File: config.mk
export PLATFORM = sky130hd
export DESIGN_NAME = clk_source_gen
export DESIGN_NICKNAME = d
export VERILOG_FILES = /design/src/rtl/clk_source_pkg.sv /design/src/rtl/clk_div_stage.sv /design/src/rtl/clk_source_gen.sv
export SDC_FILE = /design/constraint.sdc
export NUM_CORES = 1
export LEC_CHECK = 0
export ABC_AREA = 1
export CAP_MARGIN = 0
export CORE_UTILIZATION = 40
export CTS_CLUSTER_SIZE = 12
export DETAILED_ROUTE_END_ITERATION = 6
export GPL_ROUTABILITY_DRIVEN = 0
export PLACE_DENSITY = 0.66
export SLEW_MARGIN = 25
export SYNTH_ARGS = -nofsm -noshare
export SYNTH_HDL_FRONTEND = slang
export SYNTH_HIERARCHICAL = 1
export SYNTH_SLANG_ARGS = --single-unit
File: constraint.sdc
create_clock -name clk -period 3.51 [get_ports clk]
set_clock_uncertainty 0.2 [all_clocks]
set_input_delay 0.702 -clock clk [delete_from_list [all_inputs] [get_ports clk]]
set_output_delay 0.702 -clock clk [all_outputs]
set_load 0.03 [all_outputs]
File: src/rtl/clk_source_pkg.sv
// =============================================================================
// Module : clk_source_pkg
// Brief  : Divisor/debounce constants and sizing helper for clk_source_gen.
// Rev    : 1.0  initial release
// =============================================================================
`default_nettype none

package clk_source_pkg;

  // Board build: 50 MHz clock, 0.5 / 1 / 2 s half-periods, 20 ms debounce
  localparam int DEF_DIV_FAST   = 25_000_000;
  localparam int DEF_DIV_MEDIUM = 50_000_000;
  localparam int DEF_DIV_SLOW   = 100_000_000;
  localparam int DEF_DEBOUNCE   = 1_000_000;

  // Simulation-scale values
  localparam int SIM_DIV_FAST   = 2;
  localparam int SIM_DIV_MEDIUM = 4;
  localparam int SIM_DIV_SLOW   = 8;
  localparam int SIM_DEBOUNCE   = 4;

  function automatic int cnt_width(input int n);
    return $clog2(n) + 1;
  endfunction

endpackage

`default_nettype wire

File: src/rtl/clk_div_stage.sv
// =============================================================================
// Module : clk_div_stage
// Brief  : Square-wave divider, half-period DIV clk cycles; optional first-high
//          tick when CLK_SOURCE_TICK_EN is defined.
// Rev    : 1.0  initial release
// =============================================================================
`default_nettype none

module clk_div_stage
  import clk_source_pkg::*;
#(
  parameter int DIV = 1
) (
  input  logic clk,
  input  logic rst_n,
`ifdef CLK_SOURCE_TICK_EN
  output logic tick,
`endif
  output logic clkOut
);

  localparam int            W    = cnt_width(DIV);
  localparam logic [W-1:0]  LAST = W'(DIV - 1);

  if (DIV < 1) begin : g_bad_div
    $error("clk_div_stage: DIV must be >= 1");
  end

  logic [W-1:0] cnt_q, cnt_d;
  logic         clk_out_q, clk_out_d;
`ifdef CLK_SOURCE_TICK_EN
  logic         tick_q, tick_d;
`endif

  always_comb begin
    cnt_d     = cnt_q + W'(1);
    clk_out_d = clk_out_q;
`ifdef CLK_SOURCE_TICK_EN
    tick_d    = 1'b0;
`endif
    if (cnt_q == LAST) begin
      cnt_d     = '0;
      clk_out_d = ~clk_out_q;
`ifdef CLK_SOURCE_TICK_EN
      // Pulse on the same edge that takes the divided clock high
      tick_d    = ~clk_out_q;
`endif
    end
  end

  always_ff @(posedge clk or negedge rst_n) begin
    if (!rst_n) begin
      cnt_q     <= '0;
      clk_out_q <= 1'b0;
`ifdef CLK_SOURCE_TICK_EN
      tick_q    <= 1'b0;
`endif
    end else begin
      cnt_q     <= cnt_d;
      clk_out_q <= clk_out_d;
`ifdef CLK_SOURCE_TICK_EN
      tick_q    <= tick_d;
`endif
    end
  end

  assign clkOut = clk_out_q;
`ifdef CLK_SOURCE_TICK_EN
  assign tick   = tick_q;
`endif

endmodule

`default_nettype wire

File: src/rtl/clk_source_gen.sv
// =============================================================================
// Module : clk_source_gen
// Brief  : Three divided clocks plus synchronized, debounced sw2/sw1 for the
//          clock-select stage. Define CLK_SOURCE_TICK_EN for tick outputs.
// Rev    : 1.0  initial release
// =============================================================================
`default_nettype none

module clk_source_gen
  import clk_source_pkg::*;
#(
  parameter int DIV_FAST   = DEF_DIV_FAST,
  parameter int DIV_MEDIUM = DEF_DIV_MEDIUM,
  parameter int DIV_SLOW   = DEF_DIV_SLOW,
  parameter int DEBOUNCE   = DEF_DEBOUNCE
) (
  input  logic clk,
  input  logic rst_n,
  input  logic swRaw2,
  input  logic swRaw1,
  output logic clkFast,
  output logic clkMedium,
  output logic clkSlow,
`ifdef CLK_SOURCE_TICK_EN
  output logic tickFast,
  output logic tickMedium,
  output logic tickSlow,
`endif
  output logic sw2,
  output logic sw1
);

  localparam int               DB_W    = cnt_width(DEBOUNCE);
  localparam logic [DB_W-1:0]  DB_LAST = DB_W'(DEBOUNCE - 1);

  if (DEBOUNCE < 1) begin : g_bad_debounce
    $error("clk_source_gen: DEBOUNCE must be >= 1");
  end

  clk_div_stage #(.DIV(DIV_FAST)) u_div_fast (
    .clk    (clk),
    .rst_n  (rst_n),
`ifdef CLK_SOURCE_TICK_EN
    .tick   (tickFast),
`endif
    .clkOut (clkFast)
  );

  clk_div_stage #(.DIV(DIV_MEDIUM)) u_div_medium (
    .clk    (clk),
    .rst_n  (rst_n),
`ifdef CLK_SOURCE_TICK_EN
    .tick   (tickMedium),
`endif
    .clkOut (clkMedium)
  );

  clk_div_stage #(.DIV(DIV_SLOW)) u_div_slow (
    .clk    (clk),
    .rst_n  (rst_n),
`ifdef CLK_SOURCE_TICK_EN
    .tick   (tickSlow),
`endif
    .clkOut (clkSlow)
  );

  logic [1:0] sw_raw;
  logic [1:0] sw_stable;

  assign sw_raw = {swRaw2, swRaw1};

  for (genvar i = 0; i < 2; i++) begin : g_debounce
    logic            sync1_q, sync1_d;
    logic            sync2_q, sync2_d;
    logic            stable_q, stable_d;
    logic [DB_W-1:0] cnt_q, cnt_d;

    always_comb begin
      sync1_d  = sw_raw[i];
      sync2_d  = sync1_q;
      stable_d = stable_q;
      cnt_d    = '0;
      // Any return to the accepted level restarts the hold window
      if (sync2_q != stable_q) begin
        if (cnt_q == DB_LAST) begin
          stable_d = sync2_q;
        end else begin
          cnt_d = cnt_q + DB_W'(1);
        end
      end
    end

    always_ff @(posedge clk or negedge rst_n) begin
      if (!rst_n) begin
        sync1_q  <= 1'b0;
        sync2_q  <= 1'b0;
        stable_q <= 1'b0;
        cnt_q    <= '0;
      end else begin
        sync1_q  <= sync1_d;
        sync2_q  <= sync2_d;
        stable_q <= stable_d;
        cnt_q    <= cnt_d;
      end
    end

    assign sw_stable[i] = stable_q;
  end

  assign sw2 = sw_stable[1];
  assign sw1 = sw_stable[0];

endmodule

`default_nettype wire
==> flow_summary.yaml <==
logic_synthesis:
  ys_seq_area_share_pct: 43.25
  synth.top_cell.area_share_pct: 43.25
  yosys.area.top_type: "dfrtp_1"
  avgSynthCellArea_um2: 7.253
  synth_warnings: 6
  synth_edf_count: 0
  syn_nets: 1062
  synthFlopType: "dfrtp_1"
  synth_seq_cells: 132
  synth_cell_types: 33
  synth_area_leaders: "dfrtp_1 43%, nand2_1 14%, nor2_1 12%"
  netlist_instances: 1053
  syn_area_mm2: 0.007637
  ys_async_sr_fraction_pct: 100.0
clock_network:
  cts_sinks: 132
  cts.clk_slew.worst_paths_ps: 60
  cts_resized: 0
  cts_hold_buffers: 0
  cts_tree: "done"
  cts_root_buffer: "clkbuf_16"
  clk_path_buf_depth: 2
  cts_buffers: 17
  postCtsSetupBuffers: 0
  htreeDepth: 4
  clk_latency_ps: 420
setup_path:
  crit_fanout: 3
  required_ps: 2610
  worstReg2RegStart: "u_div_slow/cnt_q[0]"
  reg2regPathDepth: 8
  worstReg2RegEnd: "u_div_slow/cnt_q[5]"
  critPathSlowestCell: "clkdlybuf4s50_1"
  cp.buffers_inverters: 1
  slowest_delay_ps: 680
  cp-start-kind: "flip-flop"
  cp-end-kind: "primary output"
  worst-setup-path-type: "reg2out"
  crit_path_cell_trace: "clkdlybuf4s50_1"
  cp_top_family: "buffers and inverters"
  regToRegSetupSlack_ps: 1490
  arrival_ps: 1480
detailed_routing:
  drt_iter0_markers: 436
  drc: 0
  drt_wl_total_um: 15450
  antenna_left: 0
  vias: 6264
  dr.pass1.iters: 5
  avgViaCountPerCell: 4.720
  wl_per_cell_um: 11.64
global_route:
  grt_usage_pct: 17.11
  grt_pass1_vias: 5898
  grt_overflow_total: 0
  grt_max_degree: 84
  grt_pass1_wl_um: 27160
  antenna_found_initial: 0
sta:
  grt_setup_unrepaired: "false"
  slew_viol_final: 0
  relSlewSlack_pct: 47.45
  tightest_slew_ps: 788.2
  layout_min_cycle_time_ps: 2383
  final-setup-viol-count: 0
  finalCritPeriodShare_pct: 67.89
  fmax_mhz: 419.6
  setup_tns_ps: 0
  hold_viol: 0
placed_design:
  place_area_mm2: 0.008026
  hpwl_um: 11170
  io_buffers: 8
worst_hold_path:
  hold_path_class: "in2async"
power:
  ir_worst_vdd_v: 0.0003590
  p_leak_nw: 4.031
  power_per_cell_area_mw_per_mm2: 412.2
floorplanning:
  initial_utilization_pct: 40.83
  die_area_mm2: 0.01965
  die_h_um: 140.2
  rows: 50
  io_pins: 9
  die_w_um: 140.2
  design.core.area_mm2: 0.01871
cells_and_area:
  layout.nets: 1089
  n_antenna_cell: 0
  layout-drive-gt1-share_pct: 9.881
  area_growth_syn_to_layout_pct: 13.81
  final_area_mm2: 0.008692
status:
  status: "completed"
job:
  maxCapViolCount: 0
-- cell usage after synthesis, types with 2 or more instances --
| cell type | n |
|---|---|
| inv_1 | 127 |
| nand3_1 | 67 |
| nand2_4 | 4 |
| nand2_1 | 282 |
| nor2_4 | 16 |
| dfrtp_1 | 132 |
| and2_1 | 4 |
| nor2_1 | 243 |
| nand3b_1 | 10 |
| xnor2_1 | 14 |
| nor2_2 | 24 |
| nor3b_1 | 4 |
| inv_2 | 2 |
| nand2_2 | 15 |
| a21oi_1 | 22 |
| nor3_1 | 8 |
| ha_1 | 5 |
| xor2_1 | 41 |
| nand3_2 | 5 |
| o21ai_0 | 4 |
| nor3_2 | 2 |
| o21bai_1 | 4 |
| nand4_1 | 4 |
| o21ai_1 | 5 |
-- logic make-up (layout without fill, tap and decap cells) --
group	Yosys count	count (layout)	share of synthesized area (%)
compound gates	36	36	2.507
buf+inv	134	174	6.815
xor+xnor	55	55	6.307
simple gates	691	691	40.30
flops	132	132	43.25
fa+ha+maj	5	5	0.8191
-- state kept, by name, indices dropped and copies added (netlist names), 2 cells and up --
signal,flops
u_div_slow/cnt_q,28
u_div_fast/cnt_q,26
u_div_medium/cnt_q,27
g_debounce.cnt_q,42
g_debounce.sync2_q,2
g_debounce.sync1_q,2
-- cell usage in the layout, fill, tap and decap left out, drive strengths merged, types with 6 or more instances in the layout --
| cell type | count |
|---|---|
| nand2 | 301 |
| dfrtp | 132 |
| inv | 131 |
| a21oi | 22 |
| nand3b | 11 |
| nor3 | 10 |
| xnor2 | 14 |
| o21ai | 9 |
| clkinv | 6 |
| nor2 | 284 |
| xor2 | 41 |
| clkbuf | 18 |
| nand3 | 72 |
| clkdlybuf4s50 | 7 |
-- metrics by stage --
step	worst slack, ps	hold slack [ps]	utilization (%)	power (mW)	instances
global placement	1555	133.6	42.91	1.625	1295
detailed placement	1486	134.7	42.91	1.625	1295
CTS	1098	144.7	46.47	3.629	1327
global route	1067	165.1	46.47	3.703	1327
finish	1127	140.1	46.47	3.582	1327
floorplan	1923	131.2	-	1.580	1053
-- power by group --
part	leakage, nW	internal (mW)	switching, mW
Clock	0.317	1.29	0.700
Combinational	1.93	0.0146	0.0442
Sequential	1.79	1.53	0.00537
-- final cells by class --
| class | count | area, µm² |
|---|---|---|
| multi-input combinational | 787 | 3814 |
| timing repair buffer | 12 | 123.9 |
| tap | 234 | 292.8 |
| sequential | 132 | 3303 |
| clock inverter | 14 | 226.5 |
| clock buffer | 18 | 439.2 |
| fill | 1822 | 10010 |
| inverter | 130 | 493.0 |
-- how the worst max path moves through the flow --
| stage | cells after the start | from | end |
|---|---|---|---|
| after global placement | 8 | u_div_slow/cnt_q[0] | u_div_slow/cnt_q[3] |
| final | 1 | sw2 | sw2 |
| after CTS | 1 | sw2 | sw2 |
| after detailed placement | 8 | u_div_slow/cnt_q[0] | u_div_slow/cnt_q[8] |
| after global routing | 1 | sw1 | sw1 |
| after floorplan | 9 | u_div_slow/cnt_q[0] | u_div_slow/cnt_q[22] |
-- metal layers --
metal  wire (µm)  share of wire [%]  track usage (%)
met1        7803                 51            23.68
met2        6931                 45            26.58
met3         554                3.6            4.000
met4         159                1.0            5.090
met5           0                  0                0
No activity file was read; power rests on OpenSTA's default activity.
